--- config.mk ---
export PLATFORM = sky130hd
export DESIGN_NAME = uart_tx_sched
export DESIGN_NICKNAME = d
export VERILOG_FILES = /design/src/rtl/uart_tx_sched.sv
export SDC_FILE = /design/constraint.sdc
export NUM_CORES = 1
export LEC_CHECK = 0
export CELL_PAD_IN_SITES_DETAIL_PLACEMENT = 0
export CELL_PAD_IN_SITES_GLOBAL_PLACEMENT = 1
export CORE_MARGIN = 10
export CORE_UTILIZATION = 25
export DETAILED_ROUTE_END_ITERATION = 10
export PLACE_DENSITY = 0.88
export SLEW_MARGIN = 10
export SYNTH_ARGS = -nofsm -noshare
export SYNTH_HDL_FRONTEND = slang
export SYNTH_SLANG_ARGS = --single-unit
--- constraint.sdc ---
create_clock -name i_clk -period 2.63 [get_ports i_clk]
set_input_delay 0.526 -clock i_clk [delete_from_list [all_inputs] [get_ports i_clk]]
set_output_delay 0.526 -clock i_clk [all_outputs]
set_load 0.005 [all_outputs]
--- src/rtl/uart_tx_sched.sv ---
// uart_tx_sched: round-robin burst scheduler sharing one UART TX FIFO write port
// between NumReq byte sources. A grant is held for a burst until i_last or
// MaxBurst bytes. Writes are gated on FIFO full and on a synchronized CTS.
//
// Build option: define UART_TX_SCHED_PRIO_EN to make requester 0 win every
// IDLE arbitration it takes part in. Its grants leave the round-robin pointer
// untouched, and there is no preemption inside a burst. Without the macro the
// block is a pure round-robin scheduler.
module uart_tx_sched #(
    parameter int unsigned NumReq   = 4,
    parameter int unsigned MaxBurst = 16
) (
    input  logic                      i_clk,
    input  logic                      i_rst,
    input  logic [NumReq-1:0]         i_req,
    input  logic [NumReq*8-1:0]       i_data,
    input  logic [NumReq-1:0]         i_last,
    output logic [NumReq-1:0]         o_ack,
    output logic                      o_fifo_wr_en,
    output logic [7:0]                o_fifo_wr_data,
    input  logic                      i_fifo_full,
    input  logic                      i_cts,
    output logic [$clog2(NumReq)-1:0] o_grant_id,
    output logic                      o_busy
);

    localparam int unsigned IdW  = $clog2(NumReq);
    localparam int unsigned CntW = $clog2(MaxBurst + 1);

    localparam logic [IdW-1:0]  LastId   = IdW'(NumReq - 1);
    localparam logic [CntW-1:0] CntFinal = CntW'(MaxBurst - 1);

    localparam logic [0:0] StIdle = 1'b0;
    localparam logic [0:0] StXfer = 1'b1;

    logic [0:0]      state_q,     state_d;
    logic [IdW-1:0]  grant_q,     grant_d;
    logic [IdW-1:0]  rr_ptr_q,    rr_ptr_d;
    logic [CntW-1:0] burst_cnt_q, burst_cnt_d;
    logic            cts_meta_q,  cts_meta_d;
    logic            cts_s_q,     cts_s_d;

    logic            req_g;
    logic            last_g;
    logic [7:0]      data_g;
    logic            accept;

    logic            rr_found;
    logic [IdW-1:0]  rr_win;
    logic [IdW-1:0]  arb_win;
    logic [IdW-1:0]  rel_ptr;
    int unsigned     arb_sum;

    // Select the granted requester's valid, last flag and byte.
    always_comb begin
        req_g  = 1'b0;
        last_g = 1'b0;
        data_g = 8'h00;
        for (int unsigned k = 0; k < NumReq; k++) begin
            if (grant_q == IdW'(k)) begin
                req_g  = i_req[k];
                last_g = i_last[k];
                data_g = i_data[k*8 +: 8];
            end
        end
    end

    // A byte moves only while bursting, with the FIFO ready and the peer clear;
    // reset dominates so nothing is written during the reset cycle.
    assign accept = (state_q == StXfer) & req_g & ~i_fifo_full & cts_s_q & ~i_rst;

    // Zero-latency write port and one-hot accept strobe.
    always_comb begin
        o_ack = '0;
        for (int unsigned k = 0; k < NumReq; k++) begin
            o_ack[k] = accept && (grant_q == IdW'(k));
        end
        o_fifo_wr_en   = accept;
        o_fifo_wr_data = accept ? data_g : 8'h00;
    end

    assign o_busy     = (state_q == StXfer);
    assign o_grant_id = grant_q;

    // Round-robin search: first requester after rr_ptr, wrapping modulo NumReq.
    always_comb begin
        rr_found = 1'b0;
        rr_win   = '0;
        arb_sum  = 0;
        for (int unsigned off = 1; off <= NumReq; off++) begin
            arb_sum = 32'(rr_ptr_q) + off;
            if (arb_sum >= NumReq) begin
                arb_sum = arb_sum - NumReq;
            end
            for (int unsigned k = 0; k < NumReq; k++) begin
                if (!rr_found && (arb_sum == k) && i_req[k]) begin
                    rr_found = 1'b1;
                    rr_win   = IdW'(k);
                end
            end
        end
    end

`ifdef UART_TX_SCHED_PRIO_EN
    // Requester 0 overrides the rotation and never advances the pointer.
    always_comb begin
        arb_win = i_req[0] ? '0 : rr_win;
        rel_ptr = (grant_q == '0) ? rr_ptr_q : grant_q;
    end
`else
    // Pure rotation: the releasing owner becomes the new pointer.
    always_comb begin
        arb_win = rr_win;
        rel_ptr = grant_q;
    end
`endif

    // Next-state logic: arbitration in IDLE, burst accounting and release in XFER.
    always_comb begin
        state_d     = state_q;
        grant_d     = grant_q;
        rr_ptr_d    = rr_ptr_q;
        burst_cnt_d = burst_cnt_q;
        cts_meta_d  = i_cts;
        cts_s_d     = cts_meta_q;

        case (state_q)
            StIdle: begin
                if (|i_req) begin
                    grant_d     = arb_win;
                    burst_cnt_d = '0;
                    state_d     = StXfer;
                end
            end
            StXfer: begin
                if (!req_g) begin
                    // Owner abandoned the burst: release with no byte.
                    state_d     = StIdle;
                    rr_ptr_d    = rel_ptr;
                    burst_cnt_d = '0;
                end else if (accept) begin
                    if (last_g || (burst_cnt_q == CntFinal)) begin
                        state_d     = StIdle;
                        rr_ptr_d    = rel_ptr;
                        burst_cnt_d = '0;
                    end else begin
                        burst_cnt_d = burst_cnt_q + CntW'(1);
                    end
                end
            end
            default: begin
                state_d = StIdle;
            end
        endcase
    end

    // State register with synchronous active-high reset.
    always_ff @(posedge i_clk) begin
        if (i_rst) begin
            state_q     <= StIdle;
            grant_q     <= '0;
            rr_ptr_q    <= LastId;
            burst_cnt_q <= '0;
            cts_meta_q  <= 1'b0;
            cts_s_q     <= 1'b0;
        end else begin
            state_q     <= state_d;
            grant_q     <= grant_d;
            rr_ptr_q    <= rr_ptr_d;
            burst_cnt_q <= burst_cnt_d;
            cts_meta_q  <= cts_meta_d;
            cts_s_q     <= cts_s_d;
        end
    end

endmodule

# After elaboration in Yosys (flattened, before gate mapping)
# Index checks and enable logic that the tools add are counted.
[classes] n_lt_le_gt_ge=4 eq_ne=20 n_mux=60 addsub=9 bitwise_logic=7 reduce_logical=60
[op_table] cell="$eq A32 B2 Y1 const B" count=8
[op_table] cell="$eq A32 B1 Y1 const B" count=4
[op_table] cell="$logic_not A32 Y1" count=4
[op_table] cell="$mux W32" count=4
[op_table] cell="$mux W8" count=5
[op_table] cell="$logic_and A1 B1 Y1" count=35
[op_table] cell="$mux W2" count=17
[op_table] cell="$mux W1" count=28
[op_table] cell="$mux W5" count=4
[op_table] cell="$logic_not A1 Y1" count=15
[op_table] cell="$sub A3 B3 Y4 const B" count=3
[op_table] cell="$pmux W5 S2" count=1
[op_table] cell="$ge A3 B3 Y1 const B" count=3
[op_table] cell="$add A2 B2 Y3 const B" count=2
[op_table] cell="$add A5 B1 Y5 const B" count=1
[op_table] cell="$eq A5 B4 Y1 const B" count=1
[op_table] cell="$sub A4 B3 Y5 const B" count=1
[op_table] cell="$add A2 B3 Y4 const B" count=1
[op_table] cell="$and A1 B1 Y1" count=4
[op_table] cell="$eq A2 B2 Y1 const B" count=2
[op_table] cell="$ge A4 B3 Y1 const B" count=1
[op_table] cell="$ne A2 B1 Y1 const B" count=2
[op_table] cell="$reduce_and A2 Y1" count=2
[op_table] cell="$reduce_or A4 Y1" count=1
[op_table] cell="other kinds (9)" count=11
[totals] elab_cells=166 in_bits=44 ff_bits=12 out_inout_bits=16

# Depth between registers and ports, before layout
[depth] word_depth=66 ltp_mapped=8 mapped_depth_nobuf=8

# Worst setup path before layout
# Ideal clock, no wire load.
[synth_path] kind="register -> output" start="register grant_q[1], in the netlist o_grant_id[1]" end="output port o_fifo_wr_data[0]" stages_incl_launch_ff=8 t_arrival_ps=1528 t_required_ps=2104 path_buffers=2 slack_ps=576 cell_sequence="dfxtp_1 > buf_6 > mux2_4 > a2bb2oi_4 > nand2b_1 > inv_2 > clkbuf_1 > and2_1"
[synth_between] elab_chain_len=10 word_cells_on_any_way=17 cone_classes="eq/ne: 3; mux: 9; bitwise: 4; reduce/logical: 1"
[synth_rtl] item="start: declaration" line="37" source="logic [IdW-1:0] grant_q, grant_d;"
[synth_rtl] item="start signal: assignment" line="168" source="grant_q <= grant_d;"
[synth_rtl] item="$logic_not A2 Y1" line="60" source="if (grant_q == IdW'(k)) begin"
[synth_rtl] item="$mux W1 (3 in a row)" line="60"
[synth_rtl] item="$mux W1 *" line="60"
[synth_rtl] item="$and A1 B1 Y1 * (4 in a row)" line="70" source="assign accept = (state_q == StXfer) & req_g & ~i_fifo_full & cts_s_q & ~i_rst;"
[synth_rtl] item="net o_fifo_wr_en" line="19" source="output logic o_fifo_wr_en,"
[synth_rtl] item="$mux W8 *" line="79" source="o_fifo_wr_data = accept ? data_g : 8'h00;"
[synth_rtl] item="end: declaration" line="20" source="output logic [7:0] o_fifo_wr_data,"
# The timed path passes the listed nets; every way through them passes the cells marked *.

# Worst setup path after layout
[layout_path] start="input port i_req[0]" end="output port o_fifo_wr_data[4]"
[layout_between] elab_chain_len=9
[layout_rtl] item="start: declaration" line="15" source="input logic [NumReq-1:0] i_req,"
[layout_rtl] item="$mux W1 (4 in a row)" line="60"
[layout_rtl] item="$and A1 B1 Y1 (4 in a row)" line="70"
[layout_rtl] item="$mux W8" line="79"
# No other way between the ends.

==> summary.md <==
| Metric | Value |
|---|---|
| Run status | completed |
| Total Routed Length | 3348 um |
| Core area | 0.003971 mm2 |
| Die Ht | around 84 um |
| Synthesis-stage register bit count | 12 |
| Skew final | roughly 0.0010 ns |
| TNS Setup | 0 ns |
| Post-Syn Nets | about 160 |
| Clk Tree Root Cell | clkbuf_8 |
| Die ar. | 0.007007 mm2 |
| CTS Buf Count | 3 |
| Global placement routability congestion | about 0.81 |
| Most numerous cell in the Yosys netlist | dfxtp_1 |
| Fmax | 0.3919 GHz |
| First drt pass iteration count | 4 |
| Fin. Hold Viols | 0 |
| H-Tree Depth | 1 |
| Vias per std cell | 4.692 |
| CP required | 2.10 ns |
| Setup crit end kind | output pin |
| RSZ-0062 raised after global routing | false |
| # setup viols final | 0 |
| Worst min path class | register to register |
| All-layer global routing usage | 9.048% |
| Clk pin slew, worst setup/hold paths | about 0.050 ns |
| Slew Limit Fails | 0 |
| Number of port buffers | 59 |
| CP max FO | 4 |
| Antenna Cells | 0 |
| HPWL Detailed | 2803 um |
| Period utilization | 97.03% |
| CTS tree | done |
| Hold slack final | 0.4456 ns |
| DR iter-0 viols | 13 |
| Post-Syn Instances | 113 |
| DR WL/cell | 14.31 um |
| XOR/XNOR share of the synthesized area | 0% |
| Routed Antenna Nets | 0 |
| Remaining Overflow, GRT | 0 |
| Leakage | 0.0007525 uW |
| Pre-CTS setup slack | -0.2498 ns |
| IO Pins | 60 |
| Worst-Margin Slew | about 0.62 ns |
| Final Net Count | roughly 230 |
| Synth top cells by count | dfxtp_1, a21oi_1, nor2_1 |
| First-pass GRT wire length | 5416 um |
| Clk Latency, worst-skew pair | 0.23 ns |
| Die width | ~84 um |
| Arrival @ worst endpoint | ~2.0 ns |
| Synth Area in Simple Gates | 28.11% |
| Ratio of cells with drive above 1 in the final layout | 17.93% |
| EDFF count, synth | 0 |
| Layout area overhead | 78.05% |
| Synth cell types | 37 |
| Hold Path Stages | 1 |
| Clock buffer depth | 2 |
| Largest family of logic cells by synthesized area | simple AND/OR/NAND/NOR gates |
| Peak supply drop | approximately 0.29 mV |
| Mux contribution to synthesized area | 23.92% |
| Syn_area_per_cell | 8.980 um2 |
| R2R depth | 8 |
| Adder-cell area share of the yosys netlist | 2.466% |
| Mapped Area | around 0.0010 mm2 |
| Synth async-reset ratio | 0% |
| DRC | 0 |
| Antenna violations before repair | 0 |
| FP Rows | 23 |
| Register area share after synthesis | between 20% and 30% |
| Maxcap violations | 0 |
| Number of global-route vias before repair | 1062 |
| Dominant synthesized flop cell | dfxtp_1 |
| Pwr Density | 355.7 mW/mm2 |
| Slew HR | 58.15% |
| Compound-Gate Fraction of Synth Area | 16.03% |
| Crit path kind | input port to output pin |
| Worst setup SP type | input port |
| Most area-hungry cell type in the Yosys netlist | dfxtp_1 |
| Clk sink count | 12 |
| Final min period | 2.552 ns |
| Area contributors post-synth | dfxtp_1, mux4_2, a21oi_1, and2_1, nor2_1 |
| Pin count of the biggest net entering global routing | 17 |
| Worst setup margin | between 0.07 and 0.08 ns |
| DR vias | 1098 |
| Synth top area share | a little under a quarter |
| YS warnings | 0 |
| Initial Utilization | 25.55% |
## layout make-up
class / count / area (um2)
clock buffers: 4 / 55.05
fillers: 399 / 2165
inverters: 7 / 28.78
multi-input cells: 88 / 733.2
flip-flops and latches: 12 / 240.2
well taps: 50 / 62.56
repair buffers: 72 / 679.4
repair inverters: 1 / 7.507
## sequential cells by signal, summed over array words and instances, names as in the netlist
register	flops
cts_s_q	1
burst_cnt_q	5
o_grant_id	2
cts_meta_q	1
o_busy	1
rr_ptr_q	2
## power breakdown
group          internal (uW)  switching, uW  leakage [uW]
Combinational            154           84.9      0.000625
Clock                    132           64.4     0.0000288
Sequential               193           14.3     0.0000983
## critical path: stages
cell and delay [ns]:
dlygate4sd2_1 0.24, mux2_4 0.29, a2bb2oi_4 0.14, nand2b_4 0.18
clkinvlp_4 0.11, buf_4 0.14, and2_1 0.13, dlygate4sd2_1 0.26
## worst paths after layout
kind,from,endpoint,slack [ns]
worst max-delay path,i_req[0],o_fifo_wr_data[4],0.08
worst min-delay path,cts_meta_q$_SDFF_PP0_,cts_s_q$_SDFF_PP0_,0.45
worst max register to register,burst_cnt_q[0]$_SDFFE_PP0P_,o_busy$_SDFF_PP0_,0.55
worst min register to register,cts_meta_q$_SDFF_PP0_,cts_s_q$_SDFF_PP0_,0.45
## per-stage QoR
stage	instance area [um2]	std cells	power, uW	utilization [%]
final	1807	234	642.6	45.49
after global routing	1807	234	683.2	45.49
after CTS	1807	234	649.9	45.49
after detailed placement	1738	228	452.8	43.76
after global placement	1738	228	451.7	43.76
after floorplan	1015	113	335.2	-
## what timing repair did
item / in CTS / in global routing
gates resized for setup: 23 / 0
hold buffers: 0 / 0
setup endpoints to repair: 13 / 0
setup buffers: 1 / 0
## cells in the final DEF (no fill, tap or decap), types with 4 or more instances in the layout
master            n
clkdlybuf4s50_1  42
dlygate4sd2_1    17
dfxtp_1          12
buf_4            12
nor2_1           10
a21oi_1          10
and2_1            8
nand2_1           7
mux4_2            7
inv_1             6
nor3_1            6
nor2b_1           5
nand2b_1          4
clkbuf_8          4
## routing by layer
metal | vias up | share of wire, % | global-route usage (%)
li1 | 557 | - | -
met1 | 490 | 48 | 11.61
met2 | 49 | 40 | 13.59
met3 | 2 | 11 | 4.883
met4 | 0 | 0.18 | 0.4566
met5 | - | 0 | 0
## kinds of logic after synthesis
kind of cell,Yosys count
buffers and inverters,13
adder cells (fa/ha/maj),2
AND/OR/NAND/NOR,52
multiplexers,13
AO/OA/AOI/OAI,21
flip-flops,12
Note: power is estimated with default switching activity, not from simulation.
